File: config.mk
export PLATFORM = sky130hd
export DESIGN_NAME = credit_rx_fifo
export DESIGN_NICKNAME = d
export VERILOG_FILES = /design/src/rtl/credit_rx_fifo.sv
export SDC_FILE = /design/constraint.sdc
export NUM_CORES = 1
export LEC_CHECK = 0
export ABC_CLOCK_PERIOD_IN_PS = 1800
export CAP_MARGIN = 20
export CORE_MARGIN = 10
export CORE_UTILIZATION = 47
export DETAILED_ROUTE_END_ITERATION = 7
export GPL_TIMING_DRIVEN = 0
export PLACE_DENSITY_LB_ADDON = 0.3
export SYNTH_ARGS = -nofsm -noshare
export SYNTH_HDL_FRONTEND = slang
export SYNTH_SLANG_ARGS = --single-unit
export TNS_END_PERCENT = 5
File: constraint.sdc
create_clock -name clk -period 1.8 [get_ports clk]
set_input_delay 0.27 -clock clk [delete_from_list [all_inputs] [get_ports clk]]
set_output_delay 0.27 -clock clk [all_outputs]
set_load 0.05 [all_outputs]
File: src/rtl/credit_rx_fifo.sv
// credit_rx_fifo: credit-link receive FIFO with FWFT output and one credit pulse per pop; define CREDIT_RX_FIFO_OVF_CHECK_EN for sticky overflow flag o_err
module credit_rx_fifo #(
  parameter int DEPTH = 4,
  parameter int DATA_W = 8,
  localparam int PW = $clog2(DEPTH),
  localparam int CW = $clog2(DEPTH + 1)
) (
  input  logic              clk,
  input  logic              rst,
  input  logic              i_vld,
  input  logic [DATA_W-1:0] i_data,
  output logic              o_fifo_inc_sgnl,
  output logic              o_vld,
  output logic [DATA_W-1:0] o_data,
  input  logic              i_ready,
  output logic [CW-1:0]     o_cnt
`ifdef CREDIT_RX_FIFO_OVF_CHECK_EN
  ,
  output logic              o_err
`endif
);
  logic [DATA_W-1:0] mem [DEPTH];
  logic [PW-1:0] wr_ptr, rd_ptr;
  logic [CW-1:0] cnt;
  logic push, pop;
  // handshake decode; a full buffer still accepts a word when the head leaves in the same cycle
  always_comb begin
    o_vld  = cnt != '0;
    o_data = mem[rd_ptr];
    pop    = o_vld && i_ready;
    push   = i_vld && (cnt < CW'(DEPTH) || pop);
  end
  // payload storage, intentionally not reset
  always_ff @(posedge clk) begin
    if (push) mem[wr_ptr] <= i_data;
  end
  // pointers, occupancy and registered credit return
  always_ff @(posedge clk or posedge rst) begin
    if (rst) begin
      wr_ptr          <= '0;
      rd_ptr          <= '0;
      cnt             <= '0;
      o_fifo_inc_sgnl <= 1'b0;
    end else begin
      if (push) wr_ptr <= wr_ptr == PW'(DEPTH - 1) ? '0 : wr_ptr + 1'b1;
      if (pop) rd_ptr <= rd_ptr == PW'(DEPTH - 1) ? '0 : rd_ptr + 1'b1;
      cnt             <= push && !pop ? cnt + 1'b1 : pop && !push ? cnt - 1'b1 : cnt;
      o_fifo_inc_sgnl <= pop;
    end
  end
  assign o_cnt = cnt;
`ifdef CREDIT_RX_FIFO_OVF_CHECK_EN
  // sticky flag for a word arriving with no free entry and no pop to make room
  always_ff @(posedge clk or posedge rst) begin
    if (rst) o_err <= 1'b0;
    else if (i_vld && !push) o_err <= 1'b1;
  end
`endif
endmodule
==> impl_metrics.toml, run 1 <==
[timing]
fin_crit_sh_pct = 106.7
setup_viol_count_final = 11
tightest_slew_ns = 0.5050
max-slew-margin-rel_pct = 66.28
hold_viol_final = 0
skew_ns = 0.007362
finalMaxSlewViolations = 0
rsz0062_at_grt = "true"
layout_min_cycle_time_ns = 1.921
setup_ws_ns = -0.1207
fmax_mhz = 520.6

[power_and_ir_drop]
swShare_pct = 38.92
power_density_mw_per_mm2 = 1837
leakage_nw = 0.8049
seqPwrFrac_pct = 35.4
p_switching_w = 0.001519
pwr-share-comb_pct = 49.1
clkPwrFrac_pct = 15.5
p_int_w = 0.002384
vdd_ir_drop_max_mv = 0.8690

[yosys]
yosysUniqueCellTypes = 17
synthCells = 81
synth.yosys.seq_area_share_pct = 71.00
syn_area_mm2 = 0.001635
synth-compound-area-share_pct = 1.148
synth-xor-area-share_pct = 1.607
synthSimpleGateAreaFrac_pct = 3.596
synth_nets = 100
synth_fa_ha_area_share_pct = 5.815
ys_seq_elements = 40
synth.area.mux_share_pct = 14.92
synth_area_per_cell_um2 = 20.19
synth_top_family_by_area = "multiplexers"
ys_warn_count = 0

[layout]
final_cell_mix = "edfxtp_1 (32), clkdlybuf4s50_1 (11), mux4_2 (8)"
antenna_cells = 0
fin_nets = 137
layout-drive-gt1-share_pct = 39.50
final_area_mm2 = 0.002125
final_util_pct = 63.67
final_common_cell = "edfxtp_1"
fillerInstances = 253
multi_input_area_um2 = 457.9
regArea_mm2 = 0.001166
syn_to_final_growth_pct = 29.92

[critical_path]
crit_family = "simple AND/OR/NAND/NOR gates"
startpoint_type = "register"
cp_slowest_cell = "dfrtp_2"
crit_path_cell_trace = "or3_4 > nand2_4 > ha_4 > inv_2 > fa_2 > xor2_1 > nor2_1 > xor2_1"
arrival_ns = 2.20
rrSetupSlack_ns = -0.12
crit_path_frequent_cell = "xor2_1"
cp.required_ns = 2.08
crit_path_max_fanout = 2
worstSetupPathType = "reg -> reg"
cpPeakStageDelay_ns = 0.43
endpoint_kind = "register"
cp_num_buf_inv = 1

[floorplanning]
ios = 25
dieArea_mm2 = 0.006239
die_x_um = 78.99
die-height_um = 78.99
num_rows = 21
start_util_pct = 49.01
coreArea_mm2 = 0.003337

[clocking]
ctsHoldBuffers = 0
clkSlewWorstSetupHoldPaths_ns = 0.12
clk_latency_ns = 0.36
htreeDepth = 2
cts-root-buf = "clkbuf_4"
cts_tree = "built"
clk_path_buf_depth = 2
cts_buffers = 5
cts.sinks = 40

[flow_run]
cap_violations = 0

[placement]
pre_cts_slack_ns = -0.4148
post-dp-hpwl_um = 1929
portBuffers = 24
place_area_mm2 = 0.001952
gp_congestion = 0.6335

[run_status]
status = "complete, but fails checks"
violations = "negative setup slack"

[detailed_routing]
dr_total_vias = 818
drtAntennaViolNets = 0
wire_per_inst_um = 16.85
first_pass_iters = 4
totalWireLength_um = 2780
first_iter_violations = 55
drcViolationCount = 0
vias_per_cell = 4.958

[grt]
grt_use_met1_pct = 10.06
gr-usage-met2_pct = 16.48
antenna_found_initial = 0
busiest_layer = "met2"
grt_pass1_wl_um = 4471
grt_usage_pct = 9.780
use_met3_pct = 5.180
grt_pass1_vias = 913
grt_start_max_net_pins = 15
gr-total-overflow = 0

[hold_path]
min_path_type = "in -> async"
[path summary, 6_finish.rpt]
kind                              to      start  depth (start not counted)
setup / recovery            o_cnt[2]   o_cnt[0]                          8
hold / removal             rd_ptr[1]        rst                          2
setup reg to reg            o_cnt[2]   o_cnt[0]                          8
hold reg to reg             o_cnt[2]   o_cnt[2]                          2
max in group asynchronous   o_cnt[2]        rst                          2
min in group clk           mem[3][7]  i_data[7]                          1
[synthesized netlist by cell type]
library cell,count,area share [%]
ha_1,6,4.6
or3_4,1,0.69
fa_1,1,1.2
and2_1,4,1.5
buf_2,1,0.31
xor2_1,2,1.1
mux4_2,8,11
edfxtp_1,32,59
inv_1,6,1.4
a21boi_4,1,1.1
clkbuf_1,1,0.23
mux2_2,3,2.1
nand2_4,1,0.69
mux2_4,2,1.8
nor2_1,3,0.69
xnor2_1,1,0.54
dfrtp_1,8,12
[registers in the layout (all words and copies together) (netlist names)]
signal and flops:
o_cnt 3, o_fifo_inc_sgnl 1, mem 32, rd_ptr 2
wr_ptr 2
[metrics by stage]
stage                     total power (W)  std cells  TNS, ns  hold slack [ns]
after global placement           0.003085        151   -7.906           0.5140
after floorplan                  0.002615         81  -0.6388          0.08546
after CTS                        0.003903        161   -1.458           0.1528
final                            0.003903        165  -0.9657           0.1533
after global routing             0.004115        165   -1.745           0.1647
after detailed placement         0.003140        151   -8.291           0.5228
[cells by family (layout without fill, tap and decap cells)]
group                    Yosys count  count (layout)
flip-flops                        40              40
AND/OR/NAND/NOR                    9               9
adder cells (fa/ha/maj)            7               7
XOR/XNOR                           3               3
buffers and inverters              8              46
AO/OA/AOI/OAI                      1               1
multiplexers                      13              13
[power by group through the flow]
stage	Combinational [W]	Sequential, W	Clock (W)
finish	0.00192	0.00138	0.000606
global route	0.00204	0.00141	0.000660
CTS	0.00188	0.00141	0.000617
detailed placement	0.00176	0.00138	0
global placement	0.00173	0.00136	0
floorplan	0.00113	0.00149	0
[final cells by class]
class	instances	area share, %
clock buffers	5	1.767
well taps	46	2.709
inverters	6	1.060
plain buffers	1	0.7067
clock inverters	3	2.179
flip-flops and latches	40	54.89
repair buffers	31	15.14
multi-input cells	33	21.55
[routing by layer]
| metal | vias up | wire [um] | part of all wire [%] |
|---|---|---|---|
| li1 | 379 | - | - |
| met1 | 419 | 1035 | 37 |
| met4 | 0 | 51 | 1.8 |
| met2 | 14 | 1525 | 55 |
| met5 | - | 0 | 0 |
| met3 | 6 | 169 | 6.1 |
[repair_timing]
item / 4_1_cts / 5_1_grt
buffers inserted: 2 / 4
gates cloned: 1 / 0
pin swaps: 4 / 5
endpoints found under the setup margin: 14 / 12
resized for setup: 66 / 3
Note: power is estimated with default switching activity, not from simulation.
==> inputs of run 2 (changes only) <==
--- a/config.mk
+++ b/config.mk
@@ -5,7 +5,7 @@
 export SDC_FILE = /design/constraint.sdc
 export NUM_CORES = 1
 export LEC_CHECK = 0
-export ABC_CLOCK_PERIOD_IN_PS = 1800
+export ABC_CLOCK_PERIOD_IN_PS = 1660
 export CAP_MARGIN = 20
 export CORE_MARGIN = 10
 export CORE_UTILIZATION = 47
==> constraint.sdc (replaced) <==
create_clock -name clk -period 1.66 [get_ports clk]
set_input_delay 0.249 -clock clk [delete_from_list [all_inputs] [get_ports clk]]
set_output_delay 0.249 -clock clk [all_outputs]
set_load 0.05 [all_outputs]
==> run 2 against run 1 <==
The flow still finishes with violations (negative setup slack). Critical path type unchanged. Clock skew about the same. Via count down 1.3%. Sequential share of layout area up 0.66 points. Worst setup slack worse by 0.14 ns. Clock power up 7.6%. Die area unchanged. Global-route usage down 0.36 points. Sequential cell count unchanged.
==> impl_metrics.toml, run 2 (synthesis results as in run 1) <==
[placement]
gp_congestion = 0.6335
portBuffers = 24
pre_cts_slack_ns = -0.5338
post-dp-hpwl_um = 1929
place_area_mm2 = 0.001952

[timing]
max-slew-margin-rel_pct = 66.17
hold_viol_final = 0
fmax_mhz = 520.7
setup_viol_count_final = 12
skew_ns = 0.007586
finalMaxSlewViolations = 0
setup_ws_ns = -0.2606
rsz0062_at_grt = "true"
layout_min_cycle_time_ns = 1.921
tightest_slew_ns = 0.5095
fin_crit_sh_pct = 115.7
tns_ns = -2.450

[floorplanning]
coreArea_mm2 = 0.003337
num_rows = 21
dieArea_mm2 = 0.006239
die-height_um = 78.99
start_util_pct = 49.01
die_x_um = 78.99
ios = 25

[layout]
largest_reg_flops = 32
fillerInstances = 259
final_common_cell = "edfxtp_1"
final_cell_mix = "edfxtp_1 (32), clkdlybuf4s50_1 (11), mux4_2 (8), buf_6 (8), buf_4 (6)"
final_area_mm2 = 0.002097
antenna_cells = 0
layout-drive-gt1-share_pct = 39.83
syn_to_final_growth_pct = 28.23
fin_nets = 136
top_register = "mem"

[detailed_routing]
drcViolationCount = 0
wire_per_inst_um = 16.46
first_pass_iters = 4
first_iter_violations = 32
vias_per_cell = 4.921
drtAntennaViolNets = 0
totalWireLength_um = 2699
dr_total_vias = 807

[critical_path]
startpoint_type = "register"
regToRegStartpoint = "o_cnt[0]"
crit_end = "o_cnt[2]"
cpPeakStageDelay_ns = 0.43
rr_endpoint = "o_cnt[2]"
worstSetupPathType = "reg -> reg"
cp_num_buf_inv = 1
r2r_cells = 8
crit_path_cell_trace = "or3_4 > nand2_4 > ha_4 > inv_2 > fa_2 > xor2_1 > nor2_1 > xor2_1"
cp_slowest_cell = "dfrtp_2"
rrSetupSlack_ns = -0.26
crit_path_max_fanout = 2
endpoint_kind = "register"
crit_path_frequent_cell = "xor2_1"
crit_family = "simple AND/OR/NAND/NOR gates"
cp.required_ns = 1.94
cp.depth = 8
crit_start = "o_cnt[0]"
arrival_ns = 2.20

[clocking]
clk_latency_ns = 0.36
cts-root-buf = "clkbuf_4"
ctsHoldBuffers = 0
cts.sinks = 40
cts_buffers = 5
clk_path_buf_depth = 2
htreeDepth = 2
clkSlewWorstSetupHoldPaths_ns = 0.12
cts_tree = "built"

[power_and_ir_drop]
leakage_nw = 0.7933
power_density_mw_per_mm2 = 1978
vdd_ir_drop_max_mv = 0.8857

[grt]
antenna_found_initial = 0
grt_pass1_wl_um = 4305
gr-total-overflow = 0
gr-usage-met2_pct = 15.58
grt_start_max_net_pins = 15
busiest_layer = "met2"
grt_use_met1_pct = 9.847
grt_usage_pct = 9.424
use_met3_pct = 5.068
grt_pass1_vias = 902

[flow_run]
cap_violations = 0

[run_status]
status = "complete, but fails checks"
violations = "negative setup slack"

[hold_path]
min_path_type = "in -> async"
[run 2: changes by cell type in the layout (fill, tap and decap cells not counted)]
cell,delta
and2_1,-2
and2_2,+2
buf_6,+1
buf_8,-1
clkbuf_16,-1
dfrtp_1,+1
dfrtp_2,-1
[run 2: area by class of cell]
cell class / instances / area (um2) / area share [%]
sequential: 40 / 1165 / 55.55
multi-input combinational: 33 / 460.4 / 21.96
timing repair buffer: 30 / 292.8 / 13.96
tap: 46 / 57.56 / 2.745
clock inverter: 3 / 46.29 / 2.208
clock buffer: 5 / 37.54 / 1.790
inverter: 6 / 22.52 / 1.074
buffer: 1 / 15.01 / 0.7160
[run 2: layer usage]
layer / vias up / wire [um]
li1: 378 / -
met1: 409 / 1016
met2: 14 / 1471
met3: 6 / 160
met4: 0 / 51
met5: - / 0
[run 2: through the flow]
step | util (%) | cells | hold slack, ns | total power [W]
finish | 62.84 | 164 | 0.1283 | 0.004148
CTS | 61.79 | 160 | 0.1319 | 0.004133
global route | 62.84 | 164 | 0.1438 | 0.004378
detailed placement | 58.49 | 151 | 0.5228 | 0.003405
global placement | 58.49 | 151 | 0.5140 | 0.003346
floorplan | - | 81 | 0.06446 | 0.002835
[run 2: how the worst min path moves through the flow]
stage	slack (ns)	cells after the start	to	startpoint
floorplan	0.06	1	o_fifo_inc_sgnl	rst
global placement	0.51	1	o_cnt[0]	o_cnt[0]
detailed placement	0.52	1	o_cnt[2]	o_cnt[2]
CTS	0.13	2	rd_ptr[1]	rst
global route	0.14	2	rd_ptr[1]	rst
finish	0.13	2	rd_ptr[1]	rst
[run 2: what timing repair did]
action | 4_1_cts | 5_1_grt
pin swaps | 4 | 5
gates resized for setup | 64 | 3
buffers inserted | 2 | 4
setup endpoints to repair | 15 | 31
[run 2: where the power goes]
part / switching [W] / total (W) / internal [W]
combinational: 0.00114 / 0.00201 / 0.000868
sequential: 0.000153 / 0.00149 / 0.00133
clock: 0.000331 / 0.000652 / 0.000322
==> inputs of run 3 (changes only) <==
--- a/config.mk
+++ b/config.mk
@@ -12,6 +12,7 @@
 export DETAILED_ROUTE_END_ITERATION = 7
 export GPL_TIMING_DRIVEN = 0
 export PLACE_DENSITY_LB_ADDON = 0.3
+export REMOVE_ABC_BUFFERS = 1
 export SYNTH_ARGS = -nofsm -noshare
 export SYNTH_HDL_FRONTEND = slang
 export SYNTH_SLANG_ARGS = --single-unit
==> run 3 against run 2 <==
The flow still finishes with violations (negative setup slack). Non-clock buffer count grew 1. Design area fell by 0.30%. Critical path depth stayed put. Critical endpoint unchanged. Largest cell class unchanged. Highest routed layer unchanged.
==> impl_metrics.toml, run 3 (synthesis results as in run 1) <==
[power_and_ir_drop]
power_density_mw_per_mm2 = 1992
p_total_w = 0.004165
leakage_nw = 0.7866
vdd_ir_drop_max_mv = 0.9491

[layout]
final_common_cell = "edfxtp_1"
fillerInstances = 260
layout-drive-gt1-share_pct = 40.34
syn_to_final_growth_pct = 27.85
fin_nets = 137
regArea_mm2 = 0.001165
top_register = "mem"
antenna_cells = 0
final_util_pct = 62.65
final_area_mm2 = 0.002091
final_cell_mix = "edfxtp_1 (32), clkdlybuf4s50_1 (11), buf_6 (10)"
stdcell_count = 165
largest_reg_flops = 32
multi_input_area_um2 = 457.9

[floorplanning]
dieArea_mm2 = 0.006239
num_rows = 21
die_x_um = 78.99
ios = 25
start_util_pct = 49.01
coreArea_mm2 = 0.003337
die-height_um = 78.99

[critical_path]
crit_path_max_fanout = 2
crit_path_cell_trace = "or3_4 > nand2_4 > ha_4 > inv_2 > fa_2 > xor2_1 > nor2_1 > xor2_1"
cp_slowest_cell = "dfrtp_2"
worstSetupPathType = "reg -> reg"
cp.required_ns = 1.92
cpPeakStageDelay_ns = 0.44
endpoint_kind = "register"
startpoint_type = "register"
rrSetupSlack_ns = -0.25
crit_path_frequent_cell = "xor2_1"
arrival_ns = 2.17

[clocking]
cts_tree = "built"
clkSlewWorstSetupHoldPaths_ns = 0.12
htreeDepth = 2
clk_path_buf_depth = 2
cts_buffers = 5
cts-root-buf = "clkbuf_4"
cts.sinks = 40
clk_latency_ns = 0.34

[grt]
grt_pass1_vias = 948
antenna_found_initial = 0
grt_start_max_net_pins = 15
use_met3_pct = 3.829
gr-usage-met2_pct = 17.62
gr-total-overflow = 0
grt_pass1_wl_um = 4678
busiest_layer = "met2"
grt_usage_pct = 9.979
grt_use_met1_pct = 10.30

[timing]
tightest_slew_ns = 0.5095
setup_ws_ns = -0.2452
rsz0062_at_grt = "true"
fmax_mhz = 524.9
hold_viol_final = 0
fin_crit_sh_pct = 114.8
skew_ns = 0.006571
setup_viol_count_final = 11
layout_min_cycle_time_ns = 1.905
finalMaxSlewViolations = 0
max-slew-margin-rel_pct = 66.17

[run_status]
status = "complete, but fails checks"
violations = "negative setup slack"

[hold_path]
min_path_type = "in -> async"

[detailed_routing]
wire_per_inst_um = 16.84
totalWireLength_um = 2778
first_pass_iters = 4
dr_total_vias = 824
first_iter_violations = 78
drcViolationCount = 0
drtAntennaViolNets = 0
vias_per_cell = 4.994

[placement]
post-dp-hpwl_um = 1912
place_area_mm2 = 0.001924
portBuffers = 24
gp_congestion = 0.6496
placed_cells = 149

[flow_run]
cap_violations = 0
-- run 3: changes by cell type in the layout (fill, tap and decap cells not counted), sizes merged --
cell | before | now
buf | 15 | 16
dlygate4sd2 | 4 | 3
dlymetal6s2s | 1 | 0
clkbuf | 5 | 7
-- run 3: what timing repair did --
item / CTS / global route
hold buffers: 0 / 0
buffers inserted: 8 / 0
setup endpoints to repair: 15 / 14
pin swaps: 4 / 2
resized for setup: 69 / 6
-- run 3: final timing paths --
check	to	cells past startpoint	startpoint
max in group asynchronous	o_cnt[0]	2	rst
min in group clk	mem[1][0]	1	i_data[0]
hold reg to reg	wr_ptr[1]	1	wr_ptr[1]
setup reg to reg	o_cnt[2]	8	o_cnt[0]
setup / recovery	o_cnt[2]	8	o_cnt[0]
hold / removal	wr_ptr[0]	2	rst
-- run 3: critical path, delay by kind of cell (launching register included) --
kind          cells  cell delay (ns)
xor+xnor          2             0.32
flops             1             0.44
simple gates      3             0.58
buf+inv           1             0.04
fa+ha+maj         2             0.46
-- run 3: cell type report --
cell class / count / share of cell area, %
inverter: 6 / 1.077
sequential: 40 / 55.72
clock buffer: 5 / 1.795
multi-input combinational: 33 / 21.90
clock inverter: 3 / 2.214
timing repair buffer: 32 / 14.54
tap: 46 / 2.753
-- run 3: per-layer routing --
| metal | vias up | wire [um] |
|---|---|---|
| li1 | 381 | - |
| met1 | 419 | 915 |
| met2 | 17 | 1647 |
| met3 | 7 | 168 |
| met4 | 0 | 46 |
| met5 | - | 0 |
-- run 3: per-stage QoR --
| step | worst slack (ns) | TNS (ns) | hold WS [ns] |
|---|---|---|---|
| 2_1_floorplan | -0.6720 | -1.526 | 0.06466 |
| 3_3_place_gp | -0.6373 | -12.87 | 0.5134 |
| 3_5_place_dp | -0.6192 | -13.29 | 0.5166 |
| 4_1_cts | -0.2426 | -1.946 | 0.1286 |
| 5_1_grt | -0.3418 | -2.591 | 0.1454 |
| 6_report | -0.2452 | -1.879 | 0.1338 |
-- run 3: power breakdown --
group	internal (W)	switching, W	leakage [nW]	total [W]
Sequential	0.00134	0.000155	0.384	0.00149
Clock	0.000322	0.000322	0.0418	0.000644
Combinational	0.000875	0.00115	0.361	0.00203
Total	0.00253	0.00163	0.787	0.00416
